**config.mk**
```make
export PLATFORM = sky130hd
export DESIGN_NAME = arm7tdmi_dcc_fifo
export DESIGN_NICKNAME = d
export VERILOG_FILES = /design/src/rtl/arm7tdmi_pkg.sv /design/src/rtl/arm7tdmi_dcc_sync_fifo.sv /design/src/rtl/arm7tdmi_dcc_fifo.sv
export SDC_FILE = /design/constraint.sdc
export NUM_CORES = 1
export LEC_CHECK = 0
export ABC_AREA = 1
export CORE_MARGIN = 3
export CORE_UTILIZATION = 35
export CTS_CLUSTER_SIZE = 30
export DETAILED_ROUTE_END_ITERATION = 6
export PLACE_DENSITY_LB_ADDON = 0.12
export SYNTH_ARGS = -nofsm -noshare
export SYNTH_HDL_FRONTEND = slang
export SYNTH_SLANG_ARGS = --single-unit
```
**constraint.sdc**
```tcl
create_clock -name clk -period 2.85 [get_ports clk]
set_input_delay 0.4275 -clock clk [delete_from_list [all_inputs] [get_ports clk]]
set_output_delay 0.4275 -clock clk [all_outputs]
set_load 0.01 [all_outputs]
```
**src/rtl/arm7tdmi_pkg.sv**
```systemverilog
// Shared constants and types for the ARM7TDMI debug comms channel.
package arm7tdmi_pkg;

  localparam int DCC_R_BIT   = 0;
  localparam int DCC_W_BIT   = 1;
  localparam int DCC_OVF_BIT = 2;
  localparam int DCC_UNF_BIT = 3;

  localparam int DCC_H2C_LVL_LSB = 8;
  localparam int DCC_C2H_LVL_LSB = 16;
  localparam int DCC_VER_LSB     = 28;
  localparam int DCC_LVL_FIELD_W = 8;
  localparam int DCC_VER_W       = 4;

  localparam int DCC_DEPTH = 4;

  typedef struct packed {
    logic h2c_unf;
    logic c2h_ovf;
  } dcc_err_t;

endpackage

```
**src/rtl/arm7tdmi_dcc_sync_fifo.sv**
```systemverilog
// Circular-buffer FIFO with level counter and first-word fall-through head.
// Latency: push/pop visible on dout/level one cycle after the edge.
// Backpressure: push ignored when full unless a pop frees the slot in the same cycle.
module arm7tdmi_dcc_sync_fifo #(
  parameter  int DATA_W = 32,
  parameter  int DEPTH  = 4,
  localparam int LVL_W  = $clog2(DEPTH + 1),
  localparam int PTR_W  = $clog2(DEPTH)
) (
  input  logic              clk,
  input  logic              rst,
  input  logic              push,
  input  logic [DATA_W-1:0] din,
  input  logic              pop,
  input  logic              flush,
  output logic [DATA_W-1:0] dout,
  output logic [LVL_W-1:0]  level,
  output logic              full,
  output logic              empty
);

  logic [DATA_W-1:0] mem [DEPTH];
  logic [PTR_W-1:0]  rd_ptr;
  logic [PTR_W-1:0]  wr_ptr;
  logic              do_push;
  logic              do_pop;

  assign full    = (level == LVL_W'(DEPTH));
  assign empty   = (level == '0);
  assign do_pop  = pop && !empty;
  // A pop on a full FIFO frees the slot this push lands in.
  assign do_push = push && (!full || do_pop);
  assign dout    = empty ? '0 : mem[rd_ptr];

  always_ff @(posedge clk or posedge rst) begin
    if (rst) begin
      rd_ptr <= '0;
      wr_ptr <= '0;
      level  <= '0;
    end else if (flush) begin
      rd_ptr <= '0;
      wr_ptr <= '0;
      level  <= '0;
    end else begin
      if (do_push) wr_ptr <= wr_ptr + 1'b1;
      if (do_pop)  rd_ptr <= rd_ptr + 1'b1;
      case ({do_push, do_pop})
        2'b10:   level <= level + 1'b1;
        2'b01:   level <= level - 1'b1;
        default: level <= level;
      endcase
    end
  end

  always_ff @(posedge clk) begin
    if (do_push && !flush) mem[wr_ptr] <= din;
  end

endmodule

```
**src/rtl/arm7tdmi_dcc_fifo.sv**
```systemverilog
// Debug comms channel: host-to-core and core-to-host FIFOs with sticky error flags.
// Latency: 1 cycle from push/pop to head, level and status; outputs are register-driven.
// Backpressure: host side valid/ready; core writes to a full C2H are dropped and flagged.
module arm7tdmi_dcc_fifo
  import arm7tdmi_pkg::*;
#(
  parameter  int         DATA_W  = 32,
  parameter  int         DEPTH   = DCC_DEPTH,
  parameter  logic [3:0] VERSION = 4'h1,
  localparam int         LVL_W   = $clog2(DEPTH + 1)
) (
  input  logic              clk,
  input  logic              rst,
  input  logic              core_wr_en,
  input  logic [DATA_W-1:0] core_wr_data,
  input  logic              core_rd_en,
  output logic [DATA_W-1:0] core_rd_data,
  output logic [31:0]       core_status,
  input  logic              host_tx_valid,
  input  logic [DATA_W-1:0] host_tx_data,
  output logic              host_tx_ready,
  output logic              host_rx_valid,
  output logic [DATA_W-1:0] host_rx_data,
  input  logic              host_rx_ready,
  input  logic              flush,
  input  logic              clr_err,
  output logic              commrx,
  output logic              commtx,
  output logic [LVL_W-1:0]  h2c_level,
  output logic [LVL_W-1:0]  c2h_level
);

  logic     h2c_full, h2c_empty;
  logic     c2h_full, c2h_empty;
  logic     h2c_push, c2h_pop;
  logic     ovf_ev, unf_ev;
  dcc_err_t err_q;

  assign h2c_push = host_tx_valid && !h2c_full;
  assign c2h_pop  = host_rx_ready && !c2h_empty;
  assign ovf_ev   = core_wr_en && c2h_full && !c2h_pop;
  assign unf_ev   = core_rd_en && h2c_empty;

  arm7tdmi_dcc_sync_fifo #(.DATA_W(DATA_W), .DEPTH(DEPTH)) u_h2c (
    .clk   (clk),
    .rst   (rst),
    .push  (h2c_push),
    .din   (host_tx_data),
    .pop   (core_rd_en),
    .flush (flush),
    .dout  (core_rd_data),
    .level (h2c_level),
    .full  (h2c_full),
    .empty (h2c_empty)
  );

  arm7tdmi_dcc_sync_fifo #(.DATA_W(DATA_W), .DEPTH(DEPTH)) u_c2h (
    .clk   (clk),
    .rst   (rst),
    .push  (core_wr_en),
    .din   (core_wr_data),
    .pop   (c2h_pop),
    .flush (flush),
    .dout  (host_rx_data),
    .level (c2h_level),
    .full  (c2h_full),
    .empty (c2h_empty)
  );

  // A new error event outranks clr_err so a same-cycle event is never lost.
  always_ff @(posedge clk or posedge rst) begin
    if (rst) begin
      err_q <= '0;
    end else if (flush) begin
      err_q <= '0;
    end else begin
      err_q.c2h_ovf <= ovf_ev || (err_q.c2h_ovf && !clr_err);
      err_q.h2c_unf <= unf_ev || (err_q.h2c_unf && !clr_err);
    end
  end

  assign host_tx_ready = !h2c_full;
  assign host_rx_valid = !c2h_empty;
  assign commrx        = !h2c_empty;
  assign commtx        = !c2h_full;

  always_comb begin
    core_status                                            = '0;
    core_status[DCC_R_BIT]                                 = !h2c_empty;
    core_status[DCC_W_BIT]                                 = c2h_full;
    core_status[DCC_OVF_BIT]                               = err_q.c2h_ovf;
    core_status[DCC_UNF_BIT]                               = err_q.h2c_unf;
    core_status[DCC_H2C_LVL_LSB +: DCC_LVL_FIELD_W]        = DCC_LVL_FIELD_W'(h2c_level);
    core_status[DCC_C2H_LVL_LSB +: DCC_LVL_FIELD_W]        = DCC_LVL_FIELD_W'(c2h_level);
    core_status[DCC_VER_LSB +: DCC_VER_W]                  = VERSION;
  end

endmodule

```
==> flow_summary_export.csv <==
group,metric,value,unit
global_route,grt_most_used_layer,"met2",
power,seq_power_share,37.0,%
global_route,grtUsageMet2,24.7,%
timing,rsz0062_at_grt,"true",
yosys,async_reset_ff_share,5.88,%
floorplanning,coreArea,31100,sq um
place,port_buffers,155,
setup_path,reg2reg_slack,630,ps
global_route,grt_pass1_wl,40.0,mm
setup_path,end_kind,"primary output",
power,p_comb_share,33.2,%
yosys,synth_seq_cells,272,
floorplanning,start_util,36.1,%
global_route,grt_max_degree,67,
run_status,status,"completed",
clock_network,holdBufCountCts,0,
routing,drc,0,
layout,final_nets,1166,
place,dp_hpwl,14.9,mm
layout,drive_gt1_share,10.2,%
layout,diodes,0,
routing,drt-total-wl,26.0,mm
clock_network,clockBufferDepth,3,
power,powerDensity,901,nW/um^2
yosys,synth_top_area_cell,"edfxtp_1",
min_path,worstHoldPathType,"in -> async",
timing,worst_slew_pin_slew,1110,ps
clock_network,clock-root-buffer,"clkbuf_16",
yosys,synth_edf_count,256,
floorplanning,dieWidth,185,um
yosys,syn_avg_cell_area,12.1,sq um
floorplanning,chipHeight,185,um
global_route,grt_use_total,14.9,%
yosys,synth.area.top_cells,"edfxtp_1, nor2_1, dfrtp_1",
timing,final-setup-viol-count,0,
setup_path,critPathRequiredTime,2420,ps
yosys,synth.top_cell.area_share,68.6,%
timing,slew_violations,0,
clock_network,worstSkewPairLatency,540,ps
timing,period_share,97.6,%
clock_network,cts_made_buffers,30,
timing,final_hold_viol_count,0,
clock_network,postCtsSetupBuffers,0,
timing,slew_headroom,26.0,%
power,p_sw_share,31.0,%
yosys,syn_inst,928,
floorplanning,ioPinCount,178,
yosys,synthFlopType,"edfxtp_1",
power,leakage,5.06,nW
yosys,synth_cell_type_count,30,
clock_network,ctsHtreeMaxLevel,1,
floorplanning,dieArea,34200,sq um
global_route,gr-total-overflow,0,
layout,syn_to_final_growth,27.4,%
run,maxCapViolations,0,
floorplanning,std_cell_rows,64,
global_route,grt_pass1_vias,7058,
yosys,ys_seq_area_share,72.1,%
power,intPower,8.88,mW
routing,wl_per_cell,17.3,um
setup_path,critPathArrivalTime,2350,ps
timing,holdWs,277,ps
timing,max_freq,359,MHz
clock_network,cts_tree,"built",
timing,fin_tns_setup,0,ps
power,total_power,12.9,mW
setup_path,worstPathMaxFanout,28,
setup_path,path_class,"reg -> out",
clock_network,clk_pin_slew_worst_paths,60,ps
layout,fillers,2838,
yosys,yosys_warnings,0,
global_route,use_met3,3.08,%
setup_path,critPathLaunchType,"flip-flop",
routing,drt_first_pass_iters,5,
global_route,grt_util_met1,20.2,%
yosys,syn-cell-area,11200,sq um
power,p_sw,3.99,mW
routing,drt_iter0_drc,447,
routing,drtAntennaViolNets,0,
timing,finalCriticalPeriod,2780,ps
power,pwr-share-clk,29.8,%
timing,finalClockSkew,7.50,ps
global_route,antenna_found_initial,2,
clock_network,clock_sinks,272,
layout,post-route-util,46.0,%
routing,vias_per_cell,4.73,
place,gp_congestion,0.707,
routing,vias,7107,
power,peakVddDrop,0.000680,V
-- power groups by stage --
stage,logic [mW],registers [mW],clock network [mW]
detailed placement,4.26,4.83,0
global route,4.71,4.79,4.12
CTS,4.31,4.75,3.95
finish,4.27,4.76,3.84
floorplan,2.17,4.82,0
global placement,4.26,4.82,0
-- worst max-delay path, stage by stage, from the launching register on --
cell             delay, ps
dfrtp_2                420
buf_6                  270
nor2_1                  80
nor2_1                  90
o21ai_0                 90
a21oi_1                270
clkdlybuf4s50_1        590
-- per-layer routing --
metal / share of wire (%) / routed length (um) / up-vias
met3: 4.9 / 1270 / 42
met2: 47 / 12300 / 163
met5: 0.13 / 34 / -
met1: 46 / 11800 / 3416
li1: - / - / 3482
met4: 2.2 / 563 / 4
-- kinds of logic (layout without fill, tap and decap cells) --
group	count (synthesis)	after routing	synth area share, %
flip-flops	272	272	72.1
AO/OA/AOI/OAI	208	208	9.37
XOR/XNOR	1	1	0.0781
AND/OR/NAND/NOR	320	320	11.4
buffers and inverters	115	272	5.72
other	2	22	0.0670
adder cells (fa/ha/maj)	10	10	1.25
-- layout by cell type (no fill, tap or decap), types with 4 or more instances in the layout --
master	netlist	layout
bufinv_16	0	4
conb_1	2	22
o21ai_1	76	76
dlymetal6s2s_1	0	5
a21oi_1	67	62
clkbuf_16	0	32
ha_1	8	8
nand2_1	25	25
dfrtp_2	0	6
clkbuf_1	10	4
buf_12	0	9
nand3_1	10	10
nor2_1	270	262
clkinv_2	0	10
dfrtp_1	16	10
o21ai_0	61	61
nor2_4	3	11
edfxtp_1	256	256
clkdlybuf4s50_1	0	150
nand2_2	5	5
a21oi_2	2	7
buf_4	35	13
inv_1	31	31
-- layout make-up --
| class | count | area, sq um | share of cell area, % |
|---|---|---|---|
| tap | 396 | 495 | 3.47 |
| clock buffer | 35 | 791 | 5.53 |
| timing repair buffer | 182 | 1930 | 13.5 |
| multi-input combinational | 561 | 2640 | 18.5 |
| sequential | 272 | 8100 | 56.6 |
| clock inverter | 18 | 194 | 1.36 |
| inverter | 37 | 146 | 1.02 |
-- worst paths after layout --
path	start	to	depth (start not counted)
worst max-delay path	u_h2c.rd_ptr[0]	core_rd_data[30]	6
worst min-delay path	rst	u_c2h.rd_ptr[1]	2
worst max register to register	u_h2c.level[1]	u_h2c.mem[0][18]	6
worst min register to register	u_c2h.wr_ptr[0]	u_c2h.wr_ptr[0]	1
max in group asynchronous	rst	u_c2h.level[0]	2
min in group clk	core_wr_data[31]	u_c2h.mem[1][31]	1
-- per-stage QoR --
step	instance area, sq um	worst slack (ps)	std cells
after floorplan	11300	148	948
after global placement	13200	276	1447
after detailed placement	13200	271	1447
after CTS	14200	10.0	1500
after global routing	14300	-62.6	1501
final	14300	68.3	1501
-- flip-flops by register name (all words and copies together), names as in the netlist --
| signal | cells |
|---|---|
| u_h2c.level | 3 |
| u_c2h.rd_ptr | 2 |
| u_c2h.level | 3 |
| u_h2c.rd_ptr | 2 |
| u_h2c.wr_ptr | 2 |
| u_h2c.mem | 128 |
| u_c2h.mem | 128 |
| core_status | 2 |
| u_c2h.wr_ptr | 2 |
-- synth_stat cells (3+ instances only) --
| master | number |
|---|---|
| inv_1 | 31 |
| nand2_1 | 25 |
| nor2_4 | 3 |
| o21ai_0 | 61 |
| nand3_1 | 10 |
| o21ai_1 | 76 |
| dfrtp_1 | 16 |
| nand2_2 | 5 |
| clkbuf_1 | 10 |
| clkbuf_2 | 4 |
| buf_2 | 23 |
| nor2_1 | 270 |
| edfxtp_1 | 256 |
| a21oi_1 | 67 |
| buf_4 | 35 |
| inv_2 | 5 |
| buf_6 | 6 |
| ha_1 | 8 |
-- timing repair --
action | in CTS | in global routing
pin swaps | 0 | 2
cloned | 0 | 1
gates resized for setup | 9 | 19
endpoints found under the setup margin | 20 | 33
No activity file was read; power rests on OpenSTA's default activity.
